[src/rtl/reg32_seq_if.sv]
// Bundles the job-request inputs and the shift-register control outputs of reg32_seq.
// START is taken only while BUSY=0; BIT_OUT is meaningful only when BIT_VLD=1; DONE pulses one cycle.
interface reg32_seq_if;
   logic        START;
   logic        ABORT;
   logic [31:0] WORD;
   logic [4:0]  LEN;
   logic        ROT;
   logic        DIR_IN;
   logic        FILL;
   logic        S_OUT;
   logic        ENB;
   logic        DIR;
   logic        S_IN;
   logic [1:0]  MODO;
   logic [31:0] D;
   logic        BUSY;
   logic        DONE;
   logic        BIT_OUT;
   logic        BIT_VLD;

   modport slave (
      input  START, ABORT, WORD, LEN, ROT, DIR_IN, FILL, S_OUT,
      output ENB, DIR, S_IN, MODO, D, BUSY, DONE, BIT_OUT, BIT_VLD
   );

   modport master (
      output START, ABORT, WORD, LEN, ROT, DIR_IN, FILL, S_OUT,
      input  ENB, DIR, S_IN, MODO, D, BUSY, DONE, BIT_OUT, BIT_VLD
   );
endinterface

[src/rtl/reg32_seq.sv]
// Load-and-shift sequencer driving an external 32-bit shift register.
// Moore FSM IDLE -> LOAD -> SHIFT (N cycles) -> FIN; every output comes straight from a flop.
module reg32_seq (
   input  logic       CLK,
   input  logic       RESET_L,
   reg32_seq_if.slave bus,
   output logic [1:0] stateDbg
);
   typedef enum logic [1:0] {
      IDLE  = 2'd0,
      LOAD  = 2'd1,
      SHIFT = 2'd2,
      FIN   = 2'd3
   } stateT;

   stateT       stateQ;
   stateT       stateNxt;
   logic [31:0] wordQ;
   logic [4:0]  cntQ;
   logic        rotQ;
   logic        dirQ;
   logic        fillQ;
   logic        enbQ;
   logic        busyQ;
   logic        doneQ;
   logic [1:0]  modoQ;
   logic        bitOutQ;
   logic        bitVldQ;
   logic        enbNxt;
   logic        busyNxt;
   logic        doneNxt;
   logic [1:0]  modoNxt;
   logic        accept;
   logic        shiftEdge;

   assign accept    = (stateQ == IDLE) && bus.START;
   // An aborted SHIFT edge is not a shift edge: nothing is captured from it.
   assign shiftEdge = (stateQ == SHIFT) && !bus.ABORT;

   always_ff @(posedge CLK or negedge RESET_L) begin
      if (!RESET_L) begin
         stateQ <= IDLE;
         enbQ   <= 1'b0;
         busyQ  <= 1'b0;
         doneQ  <= 1'b0;
         modoQ  <= 2'b00;
      end else begin
         stateQ <= stateNxt;
         enbQ   <= enbNxt;
         busyQ  <= busyNxt;
         doneQ  <= doneNxt;
         modoQ  <= modoNxt;
      end
   end

   always_comb begin
      stateNxt = stateQ;
      case (stateQ)
         IDLE:    if (bus.START) stateNxt = LOAD;
         LOAD:    stateNxt = bus.ABORT ? IDLE : SHIFT;
         SHIFT: begin
            if (bus.ABORT)       stateNxt = IDLE;
            else if (cntQ == 5'd0) stateNxt = FIN;
         end
         FIN:     stateNxt = IDLE;
         default: stateNxt = IDLE;
      endcase
   end

   // Outputs are decoded from the upcoming state so they land in flops together with it.
   always_comb begin
      enbNxt  = 1'b0;
      busyNxt = 1'b0;
      doneNxt = 1'b0;
      modoNxt = 2'b00;
      case (stateNxt)
         LOAD: begin
            enbNxt  = 1'b1;
            busyNxt = 1'b1;
            modoNxt = 2'b10;
         end
         SHIFT: begin
            enbNxt  = 1'b1;
            busyNxt = 1'b1;
            modoNxt = {1'b0, rotQ};
         end
         FIN: begin
            busyNxt = 1'b1;
            doneNxt = 1'b1;
         end
         default: ;
      endcase
   end

   always_ff @(posedge CLK or negedge RESET_L) begin
      if (!RESET_L) begin
         wordQ   <= '0;
         cntQ    <= '0;
         rotQ    <= 1'b0;
         dirQ    <= 1'b0;
         fillQ   <= 1'b0;
         bitOutQ <= 1'b0;
         bitVldQ <= 1'b0;
      end else begin
         if (accept) begin
            wordQ <= bus.WORD;
            cntQ  <= bus.LEN;
            rotQ  <= bus.ROT;
            dirQ  <= bus.DIR_IN;
            fillQ <= bus.FILL;
         end else if (shiftEdge && (cntQ != 5'd0)) begin
            cntQ <= cntQ - 5'd1;
         end
         bitVldQ <= shiftEdge;
         if (shiftEdge) bitOutQ <= bus.S_OUT;
      end
   end

   assign bus.ENB     = enbQ;
   assign bus.DIR     = dirQ;
   assign bus.S_IN    = fillQ;
   assign bus.MODO    = modoQ;
   assign bus.D       = wordQ;
   assign bus.BUSY    = busyQ;
   assign bus.DONE    = doneQ;
   assign bus.BIT_OUT = bitOutQ;
   assign bus.BIT_VLD = bitVldQ;
   assign stateDbg    = stateQ;
endmodule

[src/flat_wrapper.sv]
// flat-port wrapper written by rule: the top's interface ports become plain ports
module reg32_seq_flat 
  (CLK, RESET_L, stateDbg, bus_START, bus_ABORT, bus_WORD, bus_LEN, bus_ROT, bus_DIR_IN, bus_FILL, bus_S_OUT, bus_ENB, bus_DIR, bus_S_IN, bus_MODO, bus_D, bus_BUSY, bus_DONE, bus_BIT_OUT, bus_BIT_VLD);
  reg32_seq_if bus_i ();
  input  logic CLK;
  input  logic RESET_L;
  output logic [1:0] stateDbg;
  input wire logic [$bits(bus_i.START)-1:0] bus_START;
  input wire logic [$bits(bus_i.ABORT)-1:0] bus_ABORT;
  input wire logic [$bits(bus_i.WORD)-1:0] bus_WORD;
  input wire logic [$bits(bus_i.LEN)-1:0] bus_LEN;
  input wire logic [$bits(bus_i.ROT)-1:0] bus_ROT;
  input wire logic [$bits(bus_i.DIR_IN)-1:0] bus_DIR_IN;
  input wire logic [$bits(bus_i.FILL)-1:0] bus_FILL;
  input wire logic [$bits(bus_i.S_OUT)-1:0] bus_S_OUT;
  output wire logic [$bits(bus_i.ENB)-1:0] bus_ENB;
  output wire logic [$bits(bus_i.DIR)-1:0] bus_DIR;
  output wire logic [$bits(bus_i.S_IN)-1:0] bus_S_IN;
  output wire logic [$bits(bus_i.MODO)-1:0] bus_MODO;
  output wire logic [$bits(bus_i.D)-1:0] bus_D;
  output wire logic [$bits(bus_i.BUSY)-1:0] bus_BUSY;
  output wire logic [$bits(bus_i.DONE)-1:0] bus_DONE;
  output wire logic [$bits(bus_i.BIT_OUT)-1:0] bus_BIT_OUT;
  output wire logic [$bits(bus_i.BIT_VLD)-1:0] bus_BIT_VLD;
  assign bus_i.START = bus_START;
  assign bus_i.ABORT = bus_ABORT;
  assign bus_i.WORD = bus_WORD;
  assign bus_i.LEN = bus_LEN;
  assign bus_i.ROT = bus_ROT;
  assign bus_i.DIR_IN = bus_DIR_IN;
  assign bus_i.FILL = bus_FILL;
  assign bus_i.S_OUT = bus_S_OUT;
  assign bus_ENB = bus_i.ENB;
  assign bus_DIR = bus_i.DIR;
  assign bus_S_IN = bus_i.S_IN;
  assign bus_MODO = bus_i.MODO;
  assign bus_D = bus_i.D;
  assign bus_BUSY = bus_i.BUSY;
  assign bus_DONE = bus_i.DONE;
  assign bus_BIT_OUT = bus_i.BIT_OUT;
  assign bus_BIT_VLD = bus_i.BIT_VLD;
  reg32_seq u_core (.CLK(CLK), .RESET_L(RESET_L), .bus(bus_i), .stateDbg(stateDbg));
endmodule
[config.mk]
export PLATFORM = sky130hd
export DESIGN_NAME = reg32_seq_flat
export DESIGN_NICKNAME = d
export VERILOG_FILES = /design/src/rtl/reg32_seq_if.sv /design/src/rtl/reg32_seq.sv /design/src/flat_wrapper.sv
export SDC_FILE = /design/constraint.sdc
export NUM_CORES = 1
export LEC_CHECK = 0
export BUFFER_PORTS_ARGS = -buffer_cell sky130_fd_sc_hd__buf_2
export CAP_MARGIN = 20
export CELL_PAD_IN_SITES_DETAIL_PLACEMENT = 2
export CELL_PAD_IN_SITES_GLOBAL_PLACEMENT = 2
export CORE_MARGIN = 3
export CORE_UTILIZATION = 26
export CTS_BUF_LIST = sky130_fd_sc_hd__clkbuf_4 sky130_fd_sc_hd__clkbuf_8 sky130_fd_sc_hd__clkbuf_16
export DETAILED_ROUTE_END_ITERATION = 6
export GPL_TIMING_DRIVEN = 0
export PLACE_DENSITY_LB_ADDON = 0.1
export SETUP_SLACK_MARGIN = 0.5
export SYNTH_ARGS = -nofsm -noshare
export SYNTH_HDL_FRONTEND = slang
export SYNTH_SLANG_ARGS = --single-unit
[constraint.sdc]
create_clock -name CLK -period 2.03 [get_ports CLK]
set_input_delay 0.3045 -clock CLK [delete_from_list [all_inputs] [get_ports CLK]]
set_output_delay 0.3045 -clock CLK [all_outputs]
set_load 0.03 [all_outputs]
==> qor.yml <==
finalPower_w: 0.00405
synth_top_area_share_pct: 62.5
nets: 370
n_antenna_cell: 0
synth_top_cell_by_area: "dfrtp_1"
max-clock-path-buffers: 2
grt_pass1_wl_um: 10000
vdd.ir_drop.worst_mv: 0.416
tns_ns: 0
htree_levels: 2
critPathSlowestCell: "or4_1"
synth_edf_count: 0
synthSimpleGateAreaFrac_pct: 26.5
ys_warn_count: 0
routed_wirelength_um: 6170
fin_hold_ws_ns: 0.188
dr.pass1.iters: 4
grt_max_degree: 29
dp_hpwl_um: 4410
cts_buffers: 5
row_count: 31
synth_seq_cells: 49
setup_viol: 0
postRouteAntennaNets: 0
die-area_um2: 8620
ys_seq_area_share_pct: 62.5
syn_area_per_cell_um2: 9.47
synth_common_cells: "nand2_1 (109), dfrtp_1 (49), clkbuf_1 (8)"
end_kind: "flip-flop"
cp-start-kind: "flip-flop"
crit_path_max_incr_delay_ns: 0.49
routedWlPerCell_um: 14.7
hold_viol: 0
yosys.area_share.xor_xnor_pct: 0.447
port_buffers: 87
total_leakage_power_nw: 1.64
max-slew-margin-rel_pct: 62.8
hold_class: "primary input to flip-flop"
gp_congestion: 0.759
synth_fa_ha_area_share_pct: 3.83
syn_area_um2: 1960
synth_area_leaders: "dfrtp_1 (63%), nand2_1 (21%), ha_1 (3.8%)"
grt_overflow: 0
crit_type: "flip-flop to flip-flop"
clock-sinks: 49
synthDistinctLibCells: 24
p_per_area_nw_per_um2: 1390
die_h_um: 92.8
min_period_ns: 1.71
synth_top_family_by_area: "simple AND/OR/NAND/NOR gates"
grt_usage_pct: 15.0
drive_above_1_share_pct: 43.8
worstMarginPinSlew_ns: 0.558
maxSlewViolCount: 0
ios: 88
fmax_ghz: 0.584
clk_latency_ns: 0.30
crit_arrival_ns: 1.93
path_cells: "or3b_4, buf_8, or4_1, a31oi_1"
drc: 0
ys.flop_type: "dfrtp_1"
cp.required_ns: 2.25
fp.dieW_um: 92.8
cp_max_fo: 5
grt_pass1_vias: 2060
dr.first_iter.drc_count: 18
async_reset_ff_share_pct: 100
core_area_um2: 7290
start_util_pct: 26.9
rsz0062_at_grt: "yes"
num_vias: 1840
cts-root-buf: "clkbuf_8"
synth_compound_area_share_pct: 3.77
synth_nets: 258
drv_cap: 0
fin_worst_skew_ns: 0.00580
status: "completed"
antenna_found_initial: 0
finalCritPeriodShare_pct: 84.4
path_clk_slew_ns: 0.09
area_delta_synth_final_pct: 48.8
cts_tree: "done"
muxShareOfSynthArea_pct: 0
synthCells: 207
synth.most_common_cell: "nand2_1"
detail_route.vias_per_cell: 4.39
==> layout by cell type, fill, tap and decap left out, types with 2 or more instances in the layout <==
cell type,instances
clkbuf_2,3
nor2_1,2
a211oi_2,2
clkbuf_8,9
buf_2,88
o21ai_0,2
dfrtp_1,47
inv_1,2
buf_4,17
inv_2,3
ha_1,4
or4_1,2
dfrtp_2,2
a31oi_1,2
nand2_1,109
nor3_1,2
or3b_4,2
ha_4,2
and3_1,2
a211o_1,2
==> where the power goes <==
part	internal [W]	leakage [nW]	switching, W	total, W
Combinational	0.000673	0.984	0.00121	0.00188
Clock	0.000309	0.0542	0.000326	0.000635
Sequential	0.00131	0.604	0.000220	0.00153
Total	0.00229	1.64	0.00176	0.00405
==> cell type report <==
type | count | area (um^2)
multi-input cells | 143 | 771
clock inverters | 1 | 5.00
plain buffers | 9 | 77.6
flip-flops and latches | 49 | 1230
well taps | 99 | 124
fillers | 875 | 4370
inverters | 6 | 30.0
clock buffers | 7 | 96.3
repair buffers | 105 | 586
==> final timing paths <==
path / startpoint / slack (ns) / endpoint / cells past startpoint
setup / recovery: u_core.stateDbg[0] / 0.32 / u_core.cntQ[4] / 4
hold reg to reg: u_core.bus.D[7] / 0.48 / u_core.bus.D[7] / 2
setup reg to reg: u_core.stateDbg[0] / 0.32 / u_core.cntQ[4] / 4
min in group asynchronous: RESET_L / 0.52 / u_core.cntQ[1] / 2
hold / removal: bus_ROT / 0.19 / u_core.rotQ / 3
max in group asynchronous: RESET_L / 0.95 / u_core.stateDbg[0] / 3
==> through the flow <==
step	setup WS, ns	cell area, um^2	std cells	utilization (%)
after floorplan	0.358	2020	207	-
after global placement	0.100	2580	393	35.4
after detailed placement	0.0813	2600	394	35.6
after CTS	0.304	2900	417	39.7
after global routing	0.251	2920	419	40.0
final	0.317	2920	419	40.0
==> flip-flops by register name (all words and copies together), names as in the netlist <==
register / flops
u_core.cntQ: 5
u_core.stateDbg: 2
u_core.bus.D: 32
u_core.bus.ENB: 1
u_core.bus.S_IN: 1
u_core.bus.BIT_OUT: 1
u_core.rotQ: 1
u_core.bus.DONE: 1
u_core.bus.MODO: 2
u_core.bus.DIR: 1
u_core.bus.BIT_VLD: 1
u_core.bus.BUSY: 1
==> cells by family (layout without fill, tap and decap cells) <==
kind of cell | count (synthesis) | count (layout)
AOI/OAI and AO/OA | 11 | 11
xor gates and xnor gates | 1 | 1
adders and majority gates | 6 | 6
buffers and inverters | 15 | 128
DFF | 49 | 49
and+or+nand+nor | 125 | 125
==> worst max-delay path: cells and delay by family, from the launching register on <==
| family | cells | cell delay (ns) |
|---|---|---|
| simple gates | 2 | 0.88 |
| flops | 1 | 0.44 |
| compound gates | 1 | 0.16 |
| buf+inv | 1 | 0.15 |
==> metal layers <==
metal | global-route usage, % | vias up | part of all wire [%]
li1 | - | 871 | -
met1 | 17.2 | 904 | 42
met2 | 26.2 | 60 | 51
met3 | 4.79 | 5 | 6.5
met4 | 5.25 | 0 | 0.91
met5 | 0 | - | 0
==> repair_timing <==
item,in CTS,in global routing
pin swaps,11,1
buffers inserted,14,2
setup endpoints to repair,41,34
gates resized for setup,16,9
hold buffers,1,0
endpoints found under the hold margin,15,0
Note: power is estimated with default switching activity, not from simulation.
